**src/rtl/bus_arbiter16_pkg.sv**
```systemverilog
// bus_arbiter16_pkg: shared sizes, output-stage state encoding and a one-hot helper
// for the four-way round-robin arbiter. The optional burst lock is enabled by ARB_LOCK_EN.
package bus_arbiter16_pkg;

  localparam int WIDTH = 16;  // data word width
  localparam int NREQ  = 4;   // requester count (fixed)
  localparam int IDX_W = 2;   // source index width

  // Output stage occupancy; out_valid is simply (state == FULL)
  typedef enum logic {
    EMPTY = 1'b0,
    FULL  = 1'b1
  } state_t;

  // One-hot request/ack vector for a source index
  function automatic logic [NREQ-1:0] idx_onehot(input logic [IDX_W-1:0] idx);
    return NREQ'(1) << idx;
  endfunction

endpackage

```
**src/rtl/bus_arbiter16_if.sv**
```systemverilog
// bus_arbiter16_if: requester side (req/lock/data/ack) and consumer side
// (out_valid/out_ready/out_data/out_src) of the arbiter plus the transfer counter.
// master = the arbiter, slave = the environment driving requests and consuming words.
interface bus_arbiter16_if;
  import bus_arbiter16_pkg::*;

  logic [NREQ-1:0]  req;
  logic [NREQ-1:0]  lock;
  logic [WIDTH-1:0] data0;
  logic [WIDTH-1:0] data1;
  logic [WIDTH-1:0] data2;
  logic [WIDTH-1:0] data3;
  logic [NREQ-1:0]  ack;
  logic             out_valid;
  logic             out_ready;
  logic [WIDTH-1:0] out_data;
  logic [IDX_W-1:0] out_src;
  logic [WIDTH-1:0] xfer_cnt;

  modport master (
    input  req, lock, data0, data1, data2, data3, out_ready,
    output ack, out_valid, out_data, out_src, xfer_cnt
  );

  modport slave (
    output req, lock, data0, data1, data2, data3, out_ready,
    input  ack, out_valid, out_data, out_src, xfer_cnt
  );

endinterface

```
**src/rtl/bus_arbiter16_mux4way16.sv**
```systemverilog
// mux4way16: combinational 4:1 word select built as a two-level tree of
// mux2way16 cells. Low index bit picks within a pair, high bit picks the pair.
module mux2way16
  import bus_arbiter16_pkg::*;
(
  input  logic [WIDTH-1:0] a,
  input  logic [WIDTH-1:0] b,
  input  logic             sel,
  output logic [WIDTH-1:0] y
);
  assign y = sel ? b : a;
endmodule

module mux4way16
  import bus_arbiter16_pkg::*;
(
  input  logic [WIDTH-1:0] a,
  input  logic [WIDTH-1:0] b,
  input  logic [WIDTH-1:0] c,
  input  logic [WIDTH-1:0] d,
  input  logic [IDX_W-1:0] sel,
  output logic [WIDTH-1:0] y
);
  logic [WIDTH-1:0] ins [NREQ];
  logic [WIDTH-1:0] lvl [2];

  assign ins[0] = a;
  assign ins[1] = b;
  assign ins[2] = c;
  assign ins[3] = d;

  for (genvar gi = 0; gi < 2; gi++) begin : g_pair
    mux2way16 u_pair (
      .a   (ins[2*gi]),
      .b   (ins[2*gi+1]),
      .sel (sel[0]),
      .y   (lvl[gi])
    );
  end

  mux2way16 u_top (
    .a   (lvl[0]),
    .b   (lvl[1]),
    .sel (sel[1]),
    .y   (y)
  );
endmodule

```
**src/rtl/bus_arbiter16.sv**
```systemverilog
// bus_arbiter16: round-robin arbiter feeding one registered 16-bit output stage
// with a valid/ready handshake. ack is combinational; everything else is registered.
// Optional burst lock (lock owner keeps priority) is built only with ARB_LOCK_EN.
module bus_arbiter16
  import bus_arbiter16_pkg::*;
(
  input  logic            clk,
  input  logic            rst_n,
  bus_arbiter16_if.master bus
);

  state_t           state_reg, state_next;
  logic [IDX_W-1:0] ptr_reg;
  logic [WIDTH-1:0] data_reg;
  logic [IDX_W-1:0] src_reg;
  logic [WIDTH-1:0] cnt_reg;

  logic [NREQ-1:0]  elig;
  logic [NREQ-1:0]  rot;
  logic [IDX_W-1:0] off;
  logic [IDX_W-1:0] winner;
  logic [WIDTH-1:0] mux_word;
  logic             free;
  logic             cap;
  logic             hs;
  logic             hold_ptr;

`ifdef ARB_LOCK_EN
  logic             lock_act_reg;
  logic [IDX_W-1:0] lock_own_reg;

  // While a lock is held only the owner may be captured
  always_comb begin
    elig = bus.req;
    if (lock_act_reg) elig = bus.req & idx_onehot(lock_own_reg);
  end

  // A locked capture keeps the pointer so the owner stays first in line
  assign hold_ptr = bus.lock[winner];

  // Lock owner: set/cleared by each capture, dropped if the owner stops requesting while free
  always_ff @(posedge clk) begin
    if (!rst_n) begin
      lock_act_reg <= 1'b0;
      lock_own_reg <= '0;
    end else if (cap) begin
      lock_act_reg <= bus.lock[winner];
      lock_own_reg <= winner;
    end else if (lock_act_reg && free && !bus.req[lock_own_reg]) begin
      lock_act_reg <= 1'b0;
    end
  end
`else
  logic unused_lock;
  assign unused_lock = ^bus.lock;
  assign elig        = bus.req;
  assign hold_ptr    = 1'b0;
`endif

  // Rotate the eligible vector so bit 0 is the source the pointer favours
  for (genvar gi = 0; gi < NREQ; gi++) begin : g_rot
    assign rot[gi] = elig[ptr_reg + IDX_W'(gi)];
  end

  // First set bit of the rotated vector is the offset of the winner from ptr
  always_comb begin
    off = '0;
    for (int k = NREQ - 1; k >= 0; k--) begin
      if (rot[k]) off = IDX_W'(k);
    end
  end

  assign winner = ptr_reg + off;
  assign free   = (state_reg == EMPTY) || bus.out_ready;
  assign hs     = (state_reg == FULL) && bus.out_ready;
  // Reset gates the capture so ack stays low while rst_n is asserted
  assign cap    = rst_n && free && (|elig);

  assign bus.ack       = cap ? idx_onehot(winner) : '0;
  assign bus.out_valid = (state_reg == FULL);
  assign bus.out_data  = data_reg;
  assign bus.out_src   = src_reg;
  assign bus.xfer_cnt  = cnt_reg;

  mux4way16 u_mux (
    .a   (bus.data0),
    .b   (bus.data1),
    .c   (bus.data2),
    .d   (bus.data3),
    .sel (winner),
    .y   (mux_word)
  );

  // Next state: a capture fills the stage, a bare handshake empties it
  always_comb begin
    state_next = state_reg;
    if (cap)     state_next = FULL;
    else if (hs) state_next = EMPTY;
  end

  // State register
  always_ff @(posedge clk) begin
    if (!rst_n) state_reg <= EMPTY;
    else        state_reg <= state_next;
  end

  // Captured word, source, round-robin pointer and handshake counter
  always_ff @(posedge clk) begin
    if (!rst_n) begin
      data_reg <= '0;
      src_reg  <= '0;
      ptr_reg  <= '0;
      cnt_reg  <= '0;
    end else begin
      if (cap) begin
        data_reg <= mux_word;
        src_reg  <= winner;
        if (!hold_ptr) ptr_reg <= winner + IDX_W'(1);
      end
      if (hs) cnt_reg <= cnt_reg + WIDTH'(1);
    end
  end

endmodule
```
**src/flat_wrapper.sv**
```systemverilog
// flat-port wrapper written by rule: the top's interface ports become plain ports
module bus_arbiter16_flat import bus_arbiter16_pkg::*;
  (clk, rst_n, bus_req, bus_lock, bus_data0, bus_data1, bus_data2, bus_data3, bus_out_ready, bus_ack, bus_out_valid, bus_out_data, bus_out_src, bus_xfer_cnt);
  bus_arbiter16_if bus_i ();
  input  logic clk;
  input  logic rst_n;
  input wire logic [$bits(bus_i.req)-1:0] bus_req;
  input wire logic [$bits(bus_i.lock)-1:0] bus_lock;
  input wire logic [$bits(bus_i.data0)-1:0] bus_data0;
  input wire logic [$bits(bus_i.data1)-1:0] bus_data1;
  input wire logic [$bits(bus_i.data2)-1:0] bus_data2;
  input wire logic [$bits(bus_i.data3)-1:0] bus_data3;
  input wire logic [$bits(bus_i.out_ready)-1:0] bus_out_ready;
  output wire logic [$bits(bus_i.ack)-1:0] bus_ack;
  output wire logic [$bits(bus_i.out_valid)-1:0] bus_out_valid;
  output wire logic [$bits(bus_i.out_data)-1:0] bus_out_data;
  output wire logic [$bits(bus_i.out_src)-1:0] bus_out_src;
  output wire logic [$bits(bus_i.xfer_cnt)-1:0] bus_xfer_cnt;
  assign bus_i.req = bus_req;
  assign bus_i.lock = bus_lock;
  assign bus_i.data0 = bus_data0;
  assign bus_i.data1 = bus_data1;
  assign bus_i.data2 = bus_data2;
  assign bus_i.data3 = bus_data3;
  assign bus_i.out_ready = bus_out_ready;
  assign bus_ack = bus_i.ack;
  assign bus_out_valid = bus_i.out_valid;
  assign bus_out_data = bus_i.out_data;
  assign bus_out_src = bus_i.out_src;
  assign bus_xfer_cnt = bus_i.xfer_cnt;
  bus_arbiter16 u_core (.clk(clk), .rst_n(rst_n), .bus(bus_i));
endmodule
```
**config.mk**
```make
export PLATFORM = sky130hd
export DESIGN_NAME = bus_arbiter16_flat
export DESIGN_NICKNAME = d
export VERILOG_FILES = /design/src/rtl/bus_arbiter16_pkg.sv /design/src/rtl/bus_arbiter16_if.sv /design/src/rtl/bus_arbiter16_mux4way16.sv /design/src/rtl/bus_arbiter16.sv /design/src/flat_wrapper.sv
export SDC_FILE = /design/constraint.sdc
export NUM_CORES = 1
export LEC_CHECK = 0
export BUFFER_PORTS_ARGS = -buffer_cell sky130_fd_sc_hd__buf_2
export CELL_PAD_IN_SITES_DETAIL_PLACEMENT = 0
export CELL_PAD_IN_SITES_GLOBAL_PLACEMENT = 1
export CORE_MARGIN = 1.5
export CORE_UTILIZATION = 34
export DETAILED_ROUTE_END_ITERATION = 10
export PLACE_DENSITY = 0.85
export SYNTH_ARGS = -nofsm -noshare
export SYNTH_HDL_FRONTEND = slang
export SYNTH_HIERARCHICAL = 1
export SYNTH_SLANG_ARGS = --single-unit
```
**constraint.sdc**
```tcl
create_clock -name clk -period 3.6 [get_ports clk]
set_input_delay 0.36 -clock clk [delete_from_list [all_inputs] [get_ports clk]]
set_output_delay 0.36 -clock clk [all_outputs]
set_load 0.05 [all_outputs]
```
# Word level (Yosys, flattened, before mapping)
# Index checks and enable logic that the tools add are counted.
[totals] regBits=37 out_inout_bits=39 wordCells=41
[classes] addsub=6 magnitude_cmp=4 n_shift=1 mux=18 n_bitwise=1 n_reduce_logical=6
[ops] cell="two-way mux 16 bit" n=3
[ops] cell="adder 16 x 1 -> 16 bit, second input constant" n=1
[ops] cell="less-than comparator 2 x 3 -> 1 bit, second input constant" n=4
[ops] cell="binary-select mux 1 bit (select 2 bit)" n=4
[ops] cell="two-way mux 2 bit" n=4
[ops] cell="two-way mux 1 bit" n=6
[ops] cell="adder 2 x 1 -> 2 bit, second input constant" n=2
[ops] cell="adder 2 bit, second input constant" n=2
[ops] cell="two-way mux 4 bit" n=1
[ops] cell="OR reduction 4 bit" n=1
[ops] cell="left shift 1 x 2 -> 4 bit, first input constant" n=1
[ops] cell="logical AND 1 bit" n=3
[ops] cell="adder 2 bit" n=1
[ops] cell="nonzero test 2 bit" n=1
[ops] cell="logical OR 1 bit" n=1
[ops] cell="NOT 1 bit" n=1

# Longest topological paths before layout
[logic_depth] ltp_word=10 mapped_depth=14

# By module
# Netlist, hierarchy kept.
[by_module_without_submodules] module="bus_arbiter16" instances=1 cells_per_inst=203 area_per_inst_um2=1645.3 seq_area_each_um2=740.7
[by_module_without_submodules] module="mux2way16" instances=3 cells_per_inst=18 area_per_inst_um2=249.0 seq_area_each_um2=0.0

# Worst setup path after synthesis
# OpenSTA, ideal clock, no wires.
[synth_path] path_kind="reg-to-output" startpoint="register u_core.ptr_reg[0]" endpoint="output port bus_ack[2]" arrival_ps=2847 setup_slack_ps=393 stages_incl_launch_ff=10 cell_sequence="dfxtp_1 -> buf_6 -> nor2b_1 -> a221oi_1 -> a31oi_1 -> a211o_2 -> ha_1 -> xnor2_1 -> xor2_2 -> nor3_1"
[synth_between] elab_chain_len=10 word_cells_on_any_way=18 cone_classes="add/sub (4); shift (1); mux (13)"
[synth_rtl] item="from (decl)" line="bus_arbiter16.sv:13" source="logic [IDX_W-1:0] ptr_reg;"
[synth_rtl] item="from (signal assigned)" line="bus_arbiter16.sv:118" source="if (!hold_ptr) ptr_reg <= winner + IDX_W'(1);"
[synth_rtl] item="adder 2 bit" line="bus_arbiter16.sv:62" source="assign rot[gi] = elig[ptr_reg + IDX_W'(gi)];"
[synth_rtl] item="binary-select mux 1 bit (select 2 bit)" line="bus_arbiter16.sv:62"
[synth_rtl] item="two-way mux 1 bit (implied by the code)" line="bus_arbiter16.sv:62"
[synth_rtl] item="two-way mux 2 bit (4 in series)" line="bus_arbiter16.sv:69" source="if (rot[k]) off = IDX_W'(k);"
[synth_rtl] item="adder 2 bit (*)" line="bus_arbiter16.sv:73" source="assign winner = ptr_reg + off;"
[synth_rtl] item="left shift 1 x 2 -> 4 bit (*)" line="bus_arbiter16_pkg.sv:17" source="return NREQ'(1) << idx;"
[synth_rtl] item="two-way mux 4 bit (*)" line="bus_arbiter16.sv:79" source="assign bus.ack = cap ? idx_onehot(winner) : '0;"
[synth_rtl] item="to (decl)" line="flat_wrapper.sv:14" source="output wire logic [$bits(bus_i.ack)-1:0] bus_ack;"
# Mark *: on every way between the ends. The rest lies on a longest branch, timed or not. The select of a mux whose other input is x is not followed.

# Worst setup path after layout
[layout_path] startpoint="register u_core.ptr_reg[0]" endpoint="output port bus_ack[0]"
[layout_between] elab_chain_len=10 word_cells_on_any_way=18 cone_classes="add/sub (4); shift (1); mux (13)"
[layout_rtl] item="adder 2 bit" line="bus_arbiter16.sv:62"
[layout_rtl] item="binary-select mux 1 bit (select 2 bit)" line="bus_arbiter16.sv:62"
[layout_rtl] item="two-way mux 1 bit (implied by the code)" line="bus_arbiter16.sv:62"
[layout_rtl] item="two-way mux 2 bit (4 in series)" line="bus_arbiter16.sv:69"
[layout_rtl] item="adder 2 bit (*)" line="bus_arbiter16.sv:73"
[layout_rtl] item="via u_core.winner[1]" line="bus_arbiter16.sv:21" source="logic [IDX_W-1:0] winner;"
[layout_rtl] item="left shift 1 x 2 -> 4 bit (*)" line="bus_arbiter16_pkg.sv:17"
[layout_rtl] item="two-way mux 4 bit (*)" line="bus_arbiter16.sv:79"
# Mark *: on every way through the listed nets, which the timed path passes. The rest lies on a longest branch. The select of a mux whose other input is x is not followed.

==> results.toml <==
[run_status]
run_status = "completed"

[drt]
vias_per_cell = 4.60
ant_nets = 0
drcViolationCount = 0
drt_iter0_drc = 49
wl_per_cell_um = 11.1
drt_wl_total_um = 5070
dr.pass1.iters = 5
vias = 2102

[global_routing]
antenna_found_initial = 0
grt_pass1_wl_um = 8580
grt_max_degree = 35
grt_usage = 0.142
grt.overflow.total = 0
grt_pass1_vias = 1941

[yosys]
syn_nets = 334
netlist_top_cells_count = "nand2_1 (46), dfxtp_1 (37), mux2_4 (30), nor2_1 (28), nand3_1 (23)"
synth_seq_cells = 37
synth.area.top_cells = "dfxtp_1 (31%), mux2_4 (19%), mux2_2 (8.5%)"
ys_types = 39
synth_cells = 257
yosysMostFrequentCell = "nand2_1"
syn-cell-area_um2 = 2390
async_flop_share = 0
yosysWarningCount = 6
synth_edf_count = 0
yosysTopAreaCellShare = 0.310
synth_ff_type = "dfxtp_1"
syn_area_per_cell_um2 = 9.31
ys_seq_area_frac = 0.310
synth_top_area_cell = "dfxtp_1"

[layout]
fin_area_um2 = 3070
drive_gt1_frac = 0.490
syn_to_final_growth_pct = 28.1
final_cells = 457
n_antenna_cell = 0
fillCellCount = 684
nets = 437

[timing]
rsz0062_at_grt = "false"
maxSlewHeadroom = 0.555
fin_crit_sh = 0.904
finalHoldViolCount = 0
setup_slack_ns = 0.347
skew_ns = 0.00277
whs_ns = 0.401
tns_ns = 0
period_needed_ns = 3.25
maxSlewViolCount = 0
setup_violations = 0
fmax_mhz = 307
tightest_slew_ns = 0.668

[place]
pre_cts_slack_ns = 0.583
place_area_um2 = 2950
io_buffers = 109
gp_congestion = 0.776
dp_hpwl_um = 3960
post-place-cells = 449

[worst_setup_path]
crit_chain = "nor2b_1 > a221oi_1 > a31oi_1 > a211o_2 > ha_2 > xnor2_1 > xor2_2 > inv_2 > nor3_2 > buf_2"
critPathSlowestCell = "dfxtp_2"
crit_type = "register to output port"
worstSetupEndpointType = "output port"
worstPathRequired_ns = 3.24
slowest_delay_ns = 0.38
crit_arrival_ns = 2.89
cp-start-kind = "register"
crit_fanout = 18

[clock_network]
numCtsBuffers = 5
clkLatencyLatePin_ns = 0.28
ctsResizeCount = 0
h-tree-depth = 2
ctsHoldBuffers = 0
cts-root-buf = "clkbuf_8"
post_cts_buffers = 0
clk_pin_slew_ns = 0.07
clock_path_buffers = 2
numClockSinks = 37
tritoncts = "built"

[pwr]
leakagePower_uw = 0.00153
p_per_area_nw_per_um2 = 739
ir_drop_uv = 305

[die]
coreArea_um2 = 6790
die_width_um = 86.9
ioPinCount = 114
dieArea_um2 = 7550
start_util = 0.352
rows = 30
die_h_um = 86.9

[job]
max_cap_viol_count = 0

[min_path]
hold_path.class = "primary input to register"
==> worst max-delay path, delay by kind of cell, from the launching register on <==
kind	cells	cell delay [ns]
and+or+nand+nor	2	0.36
adders and majority gates	1	0.19
buffers and inverters	2	0.52
AOI/OAI and AO/OA	3	0.69
xor gates and xnor gates	2	0.47
DFF	1	0.38
==> where the power goes <==
group	internal [uW]	leakage, uW	total, uW	switching (uW)
clock	226	0.0000585	368	142
sequential	502	0.000304	560	58.0
combinational	603	0.00116	1340	734
==> worst paths after layout <==
check	cells after the start	startpoint	slack [ns]	endpoint
max reg2reg	11	u_core/ptr_reg[0]	0.82	u_core/bus.out_data[13]
min	3	bus_out_ready	0.40	u_core/bus.xfer_cnt[1]
max	10	u_core/ptr_reg[0]	0.35	bus_ack[0]
min reg2reg	2	u_core/bus.out_data[2]	0.45	u_core/bus.out_data[2]
==> cell type report <==
type | count | area (um^2) | area share
clock buffers | 7 | 86.3 | 0.0282
clock inverters | 1 | 30.0 | 0.00980
inverters | 2 | 7.51 | 0.00245
multi-input cells | 203 | 1510 | 0.491
flip-flops and latches | 37 | 742 | 0.242
well taps | 96 | 120 | 0.0392
repair buffers | 111 | 573 | 0.187
==> logic make-up (layout without fill, tap and decap cells) <==
| family | count (synthesis) | after routing | share of synthesized area |
|---|---|---|---|
| fa+ha+maj | 2 | 2 | 0.0105 |
| flops | 37 | 37 | 0.310 |
| buf+inv | 17 | 121 | 0.0617 |
| compound gates | 15 | 15 | 0.0418 |
| simple gates | 120 | 120 | 0.234 |
| mux | 49 | 49 | 0.277 |
| xor+xnor | 17 | 17 | 0.0654 |
==> cells in the final DEF, fill, tap and decap left out, types with 2 or more instances in the layout <==
| cell type | instances |
|---|---|
| xnor2_1 | 3 |
| o21ai_0 | 2 |
| and3_1 | 3 |
| clkbuf_8 | 6 |
| nand3_1 | 23 |
| nor2_1 | 28 |
| a21oi_1 | 6 |
| dfxtp_1 | 36 |
| buf_2 | 109 |
| mux2_4 | 30 |
| nand4_1 | 5 |
| nor3_1 | 4 |
| a31oi_1 | 2 |
| mux2_2 | 18 |
| xor2_1 | 13 |
| nand2_1 | 46 |
| nor3_2 | 2 |
==> through the flow <==
step                      power [uW]   util
final                           2260  0.451
after global routing            2410  0.451
after CTS                       2300  0.451
after detailed placement        1920  0.434
after global placement          1900  0.434
after floorplan                 1810      -
==> routing by layer <==
metal / vias up / part of all wire / track usage
met2: 77 / 0.49 / 0.254
met1: 936 / 0.44 / 0.161
met3: 2 / 0.069 / 0.0389
li1: 1087 / - / -
met4: 0 / 0.0077 / 0.0469
met5: - / 0 / 0
Power figures use the tool's default switching activity.
